[src/rtl/decode_hamming.sv]
// Registered SECDED decoder for a 12-bit extended Hamming word (7 data bits), with saturating event counters.
// Single-bit correction of the data is enabled by DECODE_HAMMING_CORRECT_EN; otherwise the block only detects and reports errors.
module decode_hamming (
    input  logic        clk,
    input  logic        rst_n,
    input  logic        in_valid,
    input  logic [12:1] in_data,
    output logic        out_valid,
    output logic [7:1]  decode_data,
    output logic [3:0]  C,
    output logic        single_error,
    output logic        double_error,
    output logic [7:0]  sec_count,
    output logic [7:0]  ded_count
);

    logic       c1;
    logic       c2;
    logic       c4;
    logic       c8;
    logic       parity;
    logic [3:0] syndrome;
    logic       syn_zero;
    logic       syn_in_range;
    logic       err_single;
    logic       err_double;
    logic [7:1] data_raw;
    logic [7:1] data_out;

    assign c1 = in_data[1] ^ in_data[3] ^ in_data[5] ^ in_data[7] ^ in_data[9] ^ in_data[11];
    assign c2 = in_data[2] ^ in_data[3] ^ in_data[6] ^ in_data[7] ^ in_data[10] ^ in_data[11];
    assign c4 = in_data[4] ^ in_data[5] ^ in_data[6] ^ in_data[7];
    assign c8 = in_data[8] ^ in_data[9] ^ in_data[10] ^ in_data[11];

    assign syndrome = {c8, c4, c2, c1};
    assign parity   = ^in_data;

    assign syn_zero     = (syndrome == 4'd0);
    assign syn_in_range = !syn_zero && (syndrome <= 4'd11);

    // A parity mismatch with syndrome 12..15 points outside the word, so it cannot be a single flip.
    assign err_single = parity && (syn_zero || syn_in_range);
    assign err_double = (!parity && !syn_zero) || (parity && !syn_zero && !syn_in_range);

    assign data_raw = {in_data[11], in_data[10], in_data[9], in_data[7],
                       in_data[6], in_data[5], in_data[3]};

`ifdef DECODE_HAMMING_CORRECT_EN
    logic [7:1] data_mask;

    // Only data positions matter here; a flipped check bit leaves the data intact.
    assign data_mask = {7{parity}} & {(syndrome == 4'd11), (syndrome == 4'd10),
                                      (syndrome == 4'd9),  (syndrome == 4'd7),
                                      (syndrome == 4'd6),  (syndrome == 4'd5),
                                      (syndrome == 4'd3)};
    assign data_out  = data_raw ^ data_mask;
`else
    assign data_out = data_raw;
`endif

    always_ff @(posedge clk or negedge rst_n) begin
        if (!rst_n) begin
            out_valid    <= 1'b0;
            decode_data  <= '0;
            C            <= '0;
            single_error <= 1'b0;
            double_error <= 1'b0;
        end else begin
            out_valid <= in_valid;
            if (in_valid) begin
                decode_data  <= data_out;
                C            <= syndrome;
                single_error <= err_single;
                double_error <= err_double;
            end
        end
    end

    always_ff @(posedge clk or negedge rst_n) begin
        if (!rst_n) begin
            sec_count <= '0;
            ded_count <= '0;
        end else if (in_valid) begin
            if (err_single && (sec_count != 8'hFF)) begin
                sec_count <= sec_count + 8'd1;
            end
            if (err_double && (ded_count != 8'hFF)) begin
                ded_count <= ded_count + 8'd1;
            end
        end
    end

endmodule

[config.mk]
export PLATFORM = sky130hd
export DESIGN_NAME = decode_hamming
export DESIGN_NICKNAME = d
export VERILOG_FILES = /design/src/rtl/decode_hamming.sv
export SDC_FILE = /design/constraint.sdc
export NUM_CORES = 1
export LEC_CHECK = 0
export CORE_MARGIN = 3
export CORE_UTILIZATION = 29
export CTS_BUF_LIST = sky130_fd_sc_hd__clkbuf_2
export DETAILED_ROUTE_END_ITERATION = 10
export PLACE_DENSITY = 0.67
export SLEW_MARGIN = 20
export SYNTH_ARGS = -nofsm -noshare
export SYNTH_HDL_FRONTEND = slang
export SYNTH_SLANG_ARGS = --single-unit
[constraint.sdc]
create_clock -name clk -period 2 [get_ports clk]
set_clock_uncertainty 0.15 [all_clocks]
set_input_delay 0.4 -clock clk [delete_from_list [all_inputs] [get_ports clk]]
set_output_delay 0.4 -clock clk [all_outputs]
set_load 0.05 [all_outputs]
==> results.ini <==
[outcome]
status=finished with violations
violations=setup timing

[placed_design]
dp_hpwl_mm=2.735
gp_congestion=0.7975
port_buffers=44

[routing]
wirelength_mm=3.863
antenna_left=0
drc=0
dr.pass1.iters=4
wl_per_cell_um=14.63
vias=1206
drt-initial-drc-count=61
drt-vias-per-instance=4.568

[job]
cap_viol_max_count=0

[timing]
max-slew-margin-rel=0.7393
timing.fmax_ghz=0.4824
timing.final.hold_violations=0
setup-tns-final_ns=-0.3771
slew_violations=0
finalSetupViolCount=9
worst_slack_ns=-0.07310
rsz0062_at_grt=true
worst_pin_slew_ns=0.3910
finalCritPeriodShare=1.037
finalCriticalPeriod_ns=2.073

[setup_path]
critPathMaxFanout=2
critPathSlowestCell=xor3_2
r2r_cells=6
worst_setup_path_end_kind=flip-flop
critPathRequiredTime_ns=2.12
rrSetupSlack_ns=0.13
worstPathCellList=buf_6 > xor3_2 > buf_6 > xnor3_2 > xor2_4 > a211oi_4 > buf_4 > mux2_4
path_class=in2reg
startpoint=in_data[11]
worst_setup_path_start_kind=primary input
r2r-end=ded_count[1]$_DFFE_PN0P_
timing.rr.start=ded_count[1]$_DFFE_PN0P_
cpPeakStageDelay_ns=0.45
crit_arrival_ns=2.19
crit_path_frequent_cell=buf_6

[hold_path]
min_to=decode_data[1]$_DFFE_PN0P_
worstHoldStart=in_data[3]
whs_path_depth=2
hold_class=in2reg

[final_layout]
layout.cells.most_common_list=buf_4, dfrtp_1, mux2_2
nNetsFinal=213
n_antenna_cell=0
final_util=0.4912
fill_cells=441
final_common_cell=buf_4
syn2layout_area_growth_pct=60.53
drive_gt1_frac=0.5736

[cts]
cts_made_buffers=5
cts.sinks=30
clk_pin_slew_worst_paths_ns=0.17
tritoncts=yes
cts_root_buf=clkbuf_2
cts_buffer_depth=2
insertion_delay_ns=0.36
postCtsHoldBufs=0
htreeDepth=2

[yosys]
syn_inst=113
syn_avg_cell_area_um2=13.04
synth_seq_area_share=0.5093
ys_warn_count=0
yosys_register_bits=30
synth_fp_nets=130
synth_area_um2=1474
ys_types=26

[global_routing]
grt_use_met1=0.1476
grtUsageMet2=0.2323
top_usage_layer=met2
grt_use_met3=0.04930
grt_max_degree=31
antenna_found_initial=0
grt_pass1_vias=1285
track_usage=0.1344
grt_pass1_wl_mm=6.285
grt-ovfl-total=0

[floorplan]
fp-row-count=25
ios=45
die_h_um=77.29
start_util=0.3060
die_w_um=77.29
core_area_um2=4817
dieArea_um2=5974

[power]
ir_drop_uv=382.9
p_per_area_nw_per_um2=1340
leakagePower_nw=1.120

[layer usage]
layer,share of wire,vias to the layer above
met5,0,-
met1,0.37,598
met3,0.067,8
li1,-,562
met4,0.020,0
met2,0.54,38
[stage by stage]
step	hold WS [ns]	instance area, um2	setup WS, ns	cells	power (mW)
2_1_floorplan	-0.04559	1474	-0.3865	113	1.927
3_3_place_gp	0.3304	2118	-0.8589	249	2.512
3_5_place_dp	0.3466	2118	-0.9037	249	2.564
4_1_cts	0.07767	2305	-0.1287	263	3.126
5_1_grt	0.05057	2366	-0.1319	264	3.343
6_report	0.09984	2366	-0.07310	264	3.170
[worst max-delay path by stage]
stage	to	slack [ns]	depth (start not counted)
floorplan	ded_count[1]$_DFFE_PN0P_	-0.39	5
global placement	sec_count[7]$_DFFE_PN0P_	-0.86	7
detailed placement	sec_count[1]$_DFFE_PN0P_	-0.90	7
CTS	ded_count[5]$_DFFE_PN0P_	-0.13	8
global route	ded_count[6]$_DFFE_PN0P_	-0.13	10
finish	ded_count[1]$_DFFE_PN0P_	-0.07	8
[state kept, by name, summed over array words and instances (netlist names)]
register / flops
single_error: 1
C: 4
double_error: 1
ded_count: 8
decode_data: 7
sec_count: 8
out_valid: 1
[cell families (layout without fill, tap and decap cells)]
kind of cell	Yosys count	count (layout)	share of synthesized area
adders and majority gates	2	2	0.01698
and+or+nand+nor	28	28	0.1019
muxes	13	13	0.09932
AOI/OAI and AO/OA	10	10	0.04923
buffers and inverters	3	87	0.007633
DFF	30	30	0.5093
xor gates and xnor gates	27	27	0.2156
[Yosys cell counts]
cell	count	area, um2
a211oi_4	1	20.02
mux2_2	13	146.4
nor2_1	4	15.01
nand2_1	8	30.03
xnor3_1	2	45.04
xor2_1	7	61.31
and4bb_1	1	12.51
xor2_2	1	16.27
nand3_1	3	15.01
a21o_1	1	7.510
xor3_2	1	25.02
buf_1	1	3.750
o31ai_1	2	15.01
inv_1	1	3.750
xnor2_1	14	122.6
o21ai_0	3	15.01
and3_1	3	18.77
nor2_2	1	6.260
dfrtp_1	30	750.7
a21oi_1	3	15.01
ha_1	2	25.02
and4_1	1	8.760
clkbuf_1	1	3.750
nand4_1	7	43.79
xor3_1	1	23.77
xnor3_2	1	23.77
[area by class of cell]
class / instances / area [um2] / area share
well taps: 67 / 83.83 / 0.03543
inverters: 1 / 3.754 / 0.001586
clock buffers: 5 / 25.02 / 0.01058
multi-input cells: 80 / 842.1 / 0.3559
clock inverters: 3 / 40.04 / 0.01692
flip-flops and latches: 30 / 750.7 / 0.3173
repair buffers: 78 / 620.6 / 0.2623
[where the power goes]
part	total [mW]	leakage (nW)	internal [mW]	switching, mW
clock	0.425	0.0427	0.208	0.218
sequential	0.941	0.367	0.774	0.167
combinational	1.80	0.710	0.741	1.06
[worst max-delay path, delay by kind of cell]
| kind | cells | cell delay [ns] |
|---|---|---|
| mux | 1 | 0.28 |
| compound gates | 1 | 0.24 |
| buf+inv | 3 | 0.36 |
| xor+xnor | 3 | 0.92 |
[what timing repair did]
action	4_1_cts	5_1_grt
endpoints found under the setup margin	18	16
pin swaps	17	13
buffers inserted	6	1
gates resized for setup	37	25
Power figures use the tool's default switching activity.
